==> src/rtl/rom_fetcher_pkg.sv <==
// rtl/rom_fetcher_pkg.sv - shared types and default parameters for the ROM burst fetcher
package rom_fetcher_pkg;

  localparam int DEF_ADDR_WIDTH = 4;
  localparam int DEF_DATA_SIZE  = 4;
  localparam int DEF_FIFO_DEPTH = 4;

  typedef enum logic [1:0] {
    ST_IDLE   = 2'd0,
    ST_FETCH  = 2'd1,
    ST_DRAIN  = 2'd2,
    ST_FINISH = 2'd3
  } state_t;

endpackage

==> src/rtl/rom_fetcher_sync_fifo.sv <==
// rtl/rom_fetcher_sync_fifo.sv - synchronous FIFO buffering fetched words with their addresses
module sync_fifo #(
  parameter int WIDTH = 36,
  parameter int DEPTH = 4
) (
  input  logic                     clk,
  input  logic                     rst,
  input  logic                     i_push,
  input  logic [WIDTH-1:0]         i_data,
  input  logic                     i_pop,
  output logic [WIDTH-1:0]         o_data,
  output logic [$clog2(DEPTH):0]   o_count,
  output logic                     o_empty,
  output logic                     o_full
);

  localparam int AW = $clog2(DEPTH);
  localparam int CW = AW + 1;

  logic [WIDTH-1:0] r_mem [DEPTH];
  logic [AW-1:0]    r_wr_ptr;
  logic [AW-1:0]    r_rd_ptr;
  logic [CW-1:0]    r_count;
  logic             w_do_push;
  logic             w_do_pop;

  // A push into a full FIFO is only accepted when a pop frees the slot in the same cycle
  assign w_do_pop  = i_pop && (r_count != '0);
  assign w_do_push = i_push && ((r_count != CW'(DEPTH)) || w_do_pop);

  // Storage array: data only, no reset needed since validity is tracked by the count
  always_ff @(posedge clk) begin
    if (w_do_push) begin
      r_mem[r_wr_ptr] <= i_data;
    end
  end

  // Pointer and occupancy bookkeeping; simultaneous push and pop leave the count unchanged
  always_ff @(posedge clk or posedge rst) begin
    if (rst) begin
      r_wr_ptr <= '0;
      r_rd_ptr <= '0;
      r_count  <= '0;
    end else begin
      if (w_do_push) begin
        r_wr_ptr <= r_wr_ptr + AW'(1);
      end
      if (w_do_pop) begin
        r_rd_ptr <= r_rd_ptr + AW'(1);
      end
      case ({w_do_push, w_do_pop})
        2'b10:   r_count <= r_count + CW'(1);
        2'b01:   r_count <= r_count - CW'(1);
        default: r_count <= r_count;
      endcase
    end
  end

  assign o_data  = r_mem[r_rd_ptr];
  assign o_count = r_count;
  assign o_empty = (r_count == '0);
  assign o_full  = (r_count == CW'(DEPTH));

endmodule

==> src/rtl/rom_fetcher.sv <==
// rtl/rom_fetcher.sv - burst reader driving a synchronous ROM into a ready/valid output FIFO
module rom_fetcher
  import rom_fetcher_pkg::*;
#(
  parameter int ADDR_WIDTH = DEF_ADDR_WIDTH,
  parameter int DATA_SIZE  = DEF_DATA_SIZE,
  parameter int FIFO_DEPTH = DEF_FIFO_DEPTH
) (
  input  logic                    clk,
  input  logic                    rst,
  input  logic                    start,
  input  logic [ADDR_WIDTH-1:0]   start_addr,
  input  logic [ADDR_WIDTH:0]     count,
  output logic                    busy,
  output logic                    done,
  output logic [ADDR_WIDTH-1:0]   rom_addr,
  input  logic [8*DATA_SIZE-1:0]  rom_data,
  output logic                    out_valid,
  input  logic                    out_ready,
  output logic [8*DATA_SIZE-1:0]  out_data,
  output logic [ADDR_WIDTH-1:0]   out_addr
);

  localparam int DW   = 8 * DATA_SIZE;
  localparam int FW   = DW + ADDR_WIDTH;
  localparam int CNTW = $clog2(FIFO_DEPTH) + 1;
  localparam int OCCW = CNTW + 1;

  state_t                r_state;
  state_t                w_state_nxt;
  logic [ADDR_WIDTH-1:0] r_rom_addr;
  logic [ADDR_WIDTH-1:0] w_rom_addr_nxt;
  logic [ADDR_WIDTH:0]   r_remaining;

  // Two-stage tracker: stage 1 = address presented to ROM, stage 2 = ROM data arriving now
  logic                  r_p1_valid;
  logic [ADDR_WIDTH-1:0] r_p1_addr;
  logic                  r_p2_valid;
  logic [ADDR_WIDTH-1:0] r_p2_addr;

  logic                  w_issue_first;
  logic                  w_issue_next;
  logic                  w_issue;
  logic [OCCW-1:0]       w_occupancy;
  logic                  w_room;
  logic                  w_drained;
  logic                  w_pop;
  logic                  w_push;
  logic [FW-1:0]         w_push_data;
  logic [FW-1:0]         w_head;
  logic [CNTW-1:0]       w_fifo_count;
  logic                  w_fifo_empty;
  logic                  w_fifo_full;

  // Buffered words plus words still in the ROM pipeline must fit, so the FIFO can never overflow
  assign w_occupancy = OCCW'(w_fifo_count) + OCCW'(r_p1_valid) + OCCW'(r_p2_valid);
  assign w_room      = !w_fifo_full && (w_occupancy < OCCW'(FIFO_DEPTH));
  assign w_pop       = out_valid && out_ready;
  assign w_push      = r_p2_valid;
  assign w_push_data = {r_p2_addr, rom_data};

  // Burst is over once nothing is in flight and the FIFO empties, counting a last pop this cycle
  assign w_drained = !r_p1_valid && !r_p2_valid &&
                     (w_fifo_empty || ((w_fifo_count == CNTW'(1)) && w_pop));

  assign w_issue = w_issue_first || w_issue_next;

  // Next-state and issue decisions
  always_comb begin
    w_state_nxt   = r_state;
    w_issue_first = 1'b0;
    w_issue_next  = 1'b0;
    case (r_state)
      ST_IDLE: begin
        if (start) begin
          if (count == '0) begin
            w_state_nxt = ST_FINISH;
          end else begin
            w_issue_first = 1'b1;
            w_state_nxt   = ST_FETCH;
          end
        end
      end
      ST_FETCH: begin
        if (r_remaining == '0) begin
          w_state_nxt = ST_DRAIN;
        end else if (w_room) begin
          w_issue_next = 1'b1;
          if (r_remaining == (ADDR_WIDTH+1)'(1)) begin
            w_state_nxt = ST_DRAIN;
          end
        end
      end
      ST_DRAIN: begin
        if (w_drained) begin
          w_state_nxt = ST_FINISH;
        end
      end
      ST_FINISH: begin
        w_state_nxt = ST_IDLE;
      end
      default: begin
        w_state_nxt = ST_IDLE;
      end
    endcase
  end

  // Address of the word being issued this cycle; held when nothing is issued
  always_comb begin
    w_rom_addr_nxt = r_rom_addr;
    if (w_issue_first) begin
      w_rom_addr_nxt = start_addr;
    end else if (w_issue_next) begin
      w_rom_addr_nxt = r_rom_addr + ADDR_WIDTH'(1);
    end
  end

  // State register
  always_ff @(posedge clk or posedge rst) begin
    if (rst) begin
      r_state <= ST_IDLE;
    end else begin
      r_state <= w_state_nxt;
    end
  end

  // Issue counter, ROM address register and in-flight pipeline
  always_ff @(posedge clk or posedge rst) begin
    if (rst) begin
      r_rom_addr  <= '0;
      r_remaining <= '0;
      r_p1_valid  <= 1'b0;
      r_p1_addr   <= '0;
      r_p2_valid  <= 1'b0;
      r_p2_addr   <= '0;
    end else begin
      r_rom_addr <= w_rom_addr_nxt;
      if (w_issue_first) begin
        r_remaining <= count - (ADDR_WIDTH+1)'(1);
      end else if (w_issue_next) begin
        r_remaining <= r_remaining - (ADDR_WIDTH+1)'(1);
      end
      r_p1_valid <= w_issue;
      r_p1_addr  <= w_rom_addr_nxt;
      r_p2_valid <= r_p1_valid;
      r_p2_addr  <= r_p1_addr;
    end
  end

  sync_fifo #(
    .WIDTH (FW),
    .DEPTH (FIFO_DEPTH)
  ) u_fifo (
    .clk     (clk),
    .rst     (rst),
    .i_push  (w_push),
    .i_data  (w_push_data),
    .i_pop   (w_pop),
    .o_data  (w_head),
    .o_count (w_fifo_count),
    .o_empty (w_fifo_empty),
    .o_full  (w_fifo_full)
  );

  assign busy      = (r_state != ST_IDLE);
  assign done      = (r_state == ST_FINISH);
  assign rom_addr  = r_rom_addr;
  assign out_valid = !w_fifo_empty;
  assign out_data  = w_head[DW-1:0];
  assign out_addr  = w_head[FW-1:DW];

endmodule
==> config.mk <==
export PLATFORM = sky130hd
export DESIGN_NAME = rom_fetcher
export DESIGN_NICKNAME = d
export VERILOG_FILES = /design/src/rtl/rom_fetcher_pkg.sv /design/src/rtl/rom_fetcher_sync_fifo.sv /design/src/rtl/rom_fetcher.sv
export SDC_FILE = /design/constraint.sdc
export NUM_CORES = 1
export LEC_CHECK = 0
export CORE_ASPECT_RATIO = 2
export CORE_MARGIN = 2
export CORE_UTILIZATION = 45
export DETAILED_ROUTE_END_ITERATION = 6
export GPL_TIMING_DRIVEN = 0
export PLACE_DENSITY = 0.68
export SKIP_CTS_REPAIR_TIMING = 1
export SKIP_LAST_GASP = 1
export SLEW_MARGIN = 20
export SYNTH_ARGS = -nofsm -noshare
export SYNTH_HDL_FRONTEND = slang
export SYNTH_SLANG_ARGS = --single-unit
==> constraint.sdc <==
create_clock -name clk -period 5.13 [get_ports clk]
set_clock_uncertainty 0.15 [all_clocks]
set_input_delay 0.7695 -clock clk [delete_from_list [all_inputs] [get_ports clk]]
set_output_delay 0.7695 -clock clk [all_outputs]
set_load 0.03 [all_outputs]
==> impl_metrics.tcl, run 1 <==
set metrics [dict create \
    status "complete, no violations" \
    fp.dieW_um 90.17 \
    rows 63 \
    synth-simple-area-share_pct 3.763 \
    cp-start-kind "flop" \
    ys_seq_area_share_pct 73.69 \
    synth_area_leader_cell "edfxtp_1" \
    drtPass1Iterations 4 \
    dp_hpwl_um 7763 \
    antenna_cells 0 \
    grt_pass1_vias 3592 \
    cts.clk_slew.worst_paths_ns 0.06 \
    grt_pass1_wl_um 18890 \
    tightest_slew_ns 1.013 \
    wl_per_cell_um 17.49 \
    synthToLayoutAreaGrowth_pct 26.51 \
    cts_tree "yes" \
    maxCapViolations 0 \
    vias 3421 \
    whs_path_depth 0 \
    grt_setup_unrepaired "false" \
    avgSynthCellArea_um2 19.48 \
    gp_congestion 0.8086 \
    synthMuxAreaShare_pct 12.43 \
    fin_nets 518 \
    clkSinkCount 168 \
    synth_top_family_by_area "multiplexers" \
    crit_type "flop to output pin" \
    antenna_found_initial 0 \
    regToRegStartpoint "u_fifo.o_count[1]" \
    reg2regPathDepth 6 \
    ir_drop_mv 0.3070 \
    max_freq_mhz 266.9 \
    drive_above_1_share_pct 18.49 \
    synth_nets 408 \
    antenna_left 0 \
    synth_compound_area_share_pct 3.539 \
    yosysWarnings 0 \
    ys_ff_latch 168 \
    drcViolationCount 0 \
    core_mm2 0.01466 \
    drt_iter0_markers 194 \
    syn_inst 343 \
    final_common_cell "edfxtp_1" \
    finalCriticalPeriod_ns 3.747 \
    fin_util_pct 57.66 \
    p_leak_nw 2.923 \
    netlist.area_leader.share_pct 64.71 \
    final_cell_mix "edfxtp_1, clkdlybuf4s50_1, mux4_2" \
    cp.required_ns 4.21 \
    die_area_mm2 0.01590 \
    min_to "r_p2_valid" \
    final.period_utilization_pct 73.04 \
    ioPinCount 88 \
    power.density_mw_per_mm2 623.5 \
    die_y_um 176.3 \
    slew_violations 0 \
    synth_cell_types 38 \
    hold_path.class "flop to flop" \
    clk_latency_ns 0.42 \
    gr-total-overflow 0 \
    r2r-end "u_fifo.r_mem[1][15]" \
    reg2reg_slack_ns 2.80 \
    wl_um 11540 \
    grt.total_usage_pct 15.60 \
    cts_buffer_depth 2 \
    grt_max_degree 28 \
    critPathCaptureType "output pin" \
    finalHoldViolations 0 \
    setup_viol 0 \
    initial_core_util_pct 45.58 \
    hold_path_startpoint "r_p1_valid" \
    cp_data_arrival_time_ns 2.83 \
    h-tree-depth 4 \
    yosys-top-cells-area "edfxtp_1, mux4_2, dfrtp_1" \
    finalSetupTns_ns 0 \
    crit_fanout 10 \
    via_per_inst 5.183 \
    numCtsBuffers 17 \
    syn_area_mm2 0.006683 \
    yosys.area_share.xor_xnor_pct 1.048 \
    clockRootBuffer "clkbuf_16" \
    synth_fa_ha_area_share_pct 3.745 \
    slew_headroom_pct 32.46 \
    port_buffers 87 \
]
[cell usage after synthesis]
cell type  count
or3_1          2
o31ai_1        4
nor4_1         1
ha_1          20
a21boi_0       1
inv_1         16
edfxtp_1     144
or4_4          1
nor2_1        13
or4b_4         1
and2_1         5
mux4_2        36
buf_4          1
o21ai_0        6
clkbuf_1       4
buf_1          3
nand2_1        5
and3_4         1
a2bb2oi_1      1
nor3_1         3
a21o_1         3
nand2b_1       2
xor2_1         4
buf_2          5
o41ai_1        1
o211ai_2       1
o21a_1         1
or4b_1         1
mux2i_1        2
nand3_1        6
a211oi_1       2
o211ai_1       2
xnor2_1        4
a31oi_1        7
a21oi_1        5
a21bo_2        1
dfrtp_1       24
or4_1          4
[sequential cells by signal (all words and copies together) (netlist names)]
register and flops:
r_p1_valid 1, u_fifo.r_rd_ptr 2, u_fifo.r_mem 144, u_fifo.r_wr_ptr 2, r_state 2, r_p2_addr 4
r_remaining 5, r_p1_addr 4, r_p2_valid 1, u_fifo.o_count 3
[worst max-delay path, cell delays in order, from the launching register on]
cell and delay (ns):
dfrtp_1 0.33, clkbuf_1 0.46, buf_1 0.59, mux4_2 0.42, clkdlybuf4s50_1 0.61
[cells by family after synthesis]
logic type | count (synthesis)
AOI/OAI and AO/OA | 35
xor gates and xnor gates | 8
adders and majority gates | 20
buffers and inverters | 29
DFF | 168
muxes | 38
and+or+nand+nor | 45
[worst max path at each step]
stage                     endpoint  depth (start not counted)  slack (ns)               start
2_1_floorplan         out_data[17]                          3        2.66  u_fifo.r_rd_ptr[0]
3_3_place_gp   u_fifo.r_mem[0][18]                          3        1.39           out_ready
3_5_place_dp          out_data[30]                          4        1.75  u_fifo.r_rd_ptr[1]
4_1_cts               out_data[13]                          4        1.30  u_fifo.r_rd_ptr[1]
5_1_grt                out_addr[0]                          4        1.20  u_fifo.r_rd_ptr[1]
6_report              out_data[30]                          4        1.38  u_fifo.r_rd_ptr[1]
[final cells by class]
type | instances | area, µm²
Clock buffer | 17 | 425.4
Sequential cell | 168 | 4925
Multi-Input combinational cell | 146 | 1644
Fill cell | 1136 | 6207
Inverter | 16 | 60.06
Tap cell | 195 | 244.0
Buffer | 13 | 58.81
Timing Repair Buffer | 91 | 958.4
Clock inverter | 14 | 138.9
[routing by layer]
metal	track usage (%)	share of wire [%]	wire length, µm
met4	5.769	1.6	181
met3	4.055	5.1	584
met5	0	0	0
met1	18.52	40	4624
met2	27.35	53	6152
[per-stage QoR]
stage                     setup WS, ns  std cells  power (mW)  cell area (µm²)  hold slack (ns)
after floorplan                  2.657        343       3.346             6683           0.2257
after global placement           1.386        625       4.079             7797           0.2383
after detailed placement         1.746        629       4.135             7890           0.2538
after CTS                        1.296        660       5.345             8454           0.2668
after global routing             1.201        660       5.561             8454           0.2799
final                            1.383        660       5.271             8454           0.2642
[power by group]
group	internal (mW)	switching, mW
Combinational	0.934	1.18
Sequential	1.83	0.130
Clock	0.677	0.526
Total	3.44	1.83
Note: power is estimated with default switching activity, not from simulation.
==> inputs of run 2 (changes only) <==
==> constraint.sdc (replaced) <==
create_clock -name clk -period 3.62 [get_ports clk]
set_clock_uncertainty 0.15 [all_clocks]
set_input_delay 0.543 -clock clk [delete_from_list [all_inputs] [get_ports clk]]
set_output_delay 0.543 -clock clk [all_outputs]
set_load 0.03 [all_outputs]
==> impl_metrics.tcl, run 2 (synthesis gave the netlist of run 1 again) <==
set metrics [dict create \
    cp_data_arrival_time_ns 2.73 \
    finalPower_mw 7.470 \
    grt_setup_unrepaired "false" \
    wl_per_cell_um 17.46 \
    port_buffers 87 \
    numCtsBuffers 17 \
    grt_pass1_wl_um 18890 \
    via_per_inst 5.173 \
    h-tree-depth 4 \
    power.density_mw_per_mm2 883.2 \
    die_area_mm2 0.01590 \
    internal-power_mw 4.876 \
    synthToLayoutAreaGrowth_pct 26.57 \
    use_met3_pct 4.055 \
    cp.required_ns 2.93 \
    largest_register_ffs 144 \
    clockRootBuffer "clkbuf_16" \
    seq_power_share_pct 37.2 \
    grt_use_met1_pct 18.52 \
    drive_above_1_share_pct 19.14 \
    slew_headroom_pct 32.62 \
    maxCapViolations 0 \
    die_y_um 176.3 \
    clock_power_share_pct 22.8 \
    reg2regPathDepth 6 \
    final_cell_mix "edfxtp_1, clkdlybuf4s50_1, mux4_2" \
    status "complete, no violations" \
    crit_fanout 10 \
    min_to "r_p2_valid" \
    use_met2_pct 27.35 \
    whs_path_depth 0 \
    p_sw_share_pct 34.73 \
    cts.clk_slew.worst_paths_ns 0.06 \
    hold_path_startpoint "r_p1_valid" \
    ir_drop_mv 0.4317 \
    tightest_slew_ns 1.011 \
    clkSinkCount 168 \
    slew_violations 0 \
    final_common_cell "edfxtp_1" \
    regToRegStartpoint "u_fifo.o_count[1]" \
    fp.dieW_um 90.17 \
    cts_tree "yes" \
    crit_type "flop to output pin" \
    vias 3414 \
    grt_max_degree 28 \
    gp_congestion 0.8086 \
    setup_viol 0 \
    p_comb_share_pct 40.0 \
    drcViolationCount 0 \
    antenna_left 0 \
    drt_iter0_markers 198 \
    hold_path.class "flop to flop" \
    top_regs "u_fifo.r_mem x144, r_remaining x5" \
    rows 63 \
    p_leak_nw 2.932 \
    ioPinCount 88 \
    grt.total_usage_pct 15.60 \
    r2r-end "u_fifo.r_mem[1][15]" \
    initial_core_util_pct 45.58 \
    cp-start-kind "flop" \
    grt_pass1_vias 3592 \
    cts_buffer_depth 2 \
    finalHoldViolations 0 \
    antenna_found_initial 0 \
    wl_um 11520 \
    finalSetupTns_ns 0 \
    top_register "u_fifo.r_mem" \
    fin_nets 518 \
    dp_hpwl_um 7763 \
    power.switching_mw 2.594 \
    max_freq_mhz 291.8 \
    gr-total-overflow 0 \
    drtPass1Iterations 4 \
    core_mm2 0.01466 \
    critPathCaptureType "output pin" \
    antenna_cells 0 \
    reg2reg_slack_ns 1.29 \
    clk_latency_ns 0.42 \
    final.period_utilization_pct 94.67 \
    busiest_layer "met2" \
    finalCriticalPeriod_ns 3.427 \
]
## run 2: critical path, cell delays in order, from the launching register on
cell and delay (ns):
dfrtp_1 0.33, clkbuf_1 0.75, mux4_2 0.61, clkdlybuf4s50_1 0.62
## run 2: worst max path at each step
stage | endpoint | start | cells after the start | slack, ns
finish | out_data[13] | u_fifo.r_rd_ptr[0] | 3 | 0.19
global route | out_data[13] | u_fifo.r_rd_ptr[0] | 3 | 0.005
CTS | out_data[13] | u_fifo.r_rd_ptr[1] | 4 | 0.01
detailed placement | out_data[30] | u_fifo.r_rd_ptr[1] | 4 | 0.46
global placement | u_fifo.r_mem[0][18] | out_ready | 3 | 0.10
floorplan | u_fifo.r_mem[0][0] | u_fifo.o_count[0] | 5 | 1.20
## run 2: layout make-up
class	count	area (µm²)
clock buffers	17	425.4
flip-flops and latches	168	4925
inverters	16	60.06
well taps	195	244.0
repair buffers	91	958.4
multi-input cells	146	1644
plain buffers	13	62.56
fillers	1136	6203
clock inverters	14	138.9
## run 2: power groups by stage
| stage | clock (mW) | sequential (mW) | combinational (mW) |
|---|---|---|---|
| 2_1_floorplan | 0 | 2.81 | 1.93 |
| 3_3_place_gp | 0 | 2.82 | 2.96 |
| 3_5_place_dp | 0 | 2.82 | 3.04 |
| 4_1_cts | 1.74 | 2.78 | 3.05 |
| 5_1_grt | 1.82 | 2.83 | 3.23 |
| 6_report | 1.70 | 2.78 | 2.99 |
## run 2: layer usage
metal	routed length, µm	vias to the layer above
met4	182	0
met3	556	12
li1	-	1595
met1	4642	1708
met2	6141	99
met5	0	-
## run 2: per-stage QoR
stage / utilization (%) / setup WS [ns] / hold slack [ns] / instances / cell area [µm²]
finish: 57.69 / 0.1928 / 0.2633 / 660 / 8458
global route: 57.69 / 0.005426 / 0.2799 / 660 / 8458
CTS: 57.66 / 0.01228 / 0.2668 / 660 / 8454
detailed placement: 53.81 / 0.4623 / 0.2538 / 629 / 7890
global placement: 53.18 / 0.1029 / 0.2383 / 625 / 7797
floorplan: - / 1.203 / 0.2257 / 343 / 6683
==> inputs of run 3 (changes only) <==
--- a/config.mk
+++ b/config.mk
@@ -13,7 +13,6 @@
 export PLACE_DENSITY = 0.68
 export SKIP_CTS_REPAIR_TIMING = 1
 export SKIP_LAST_GASP = 1
-export SLEW_MARGIN = 20
 export SYNTH_ARGS = -nofsm -noshare
 export SYNTH_HDL_FRONTEND = slang
 export SYNTH_SLANG_ARGS = --single-unit
==> results of run 3 <==
No change in the layout: final DEF, timing and power equal those of run 2.
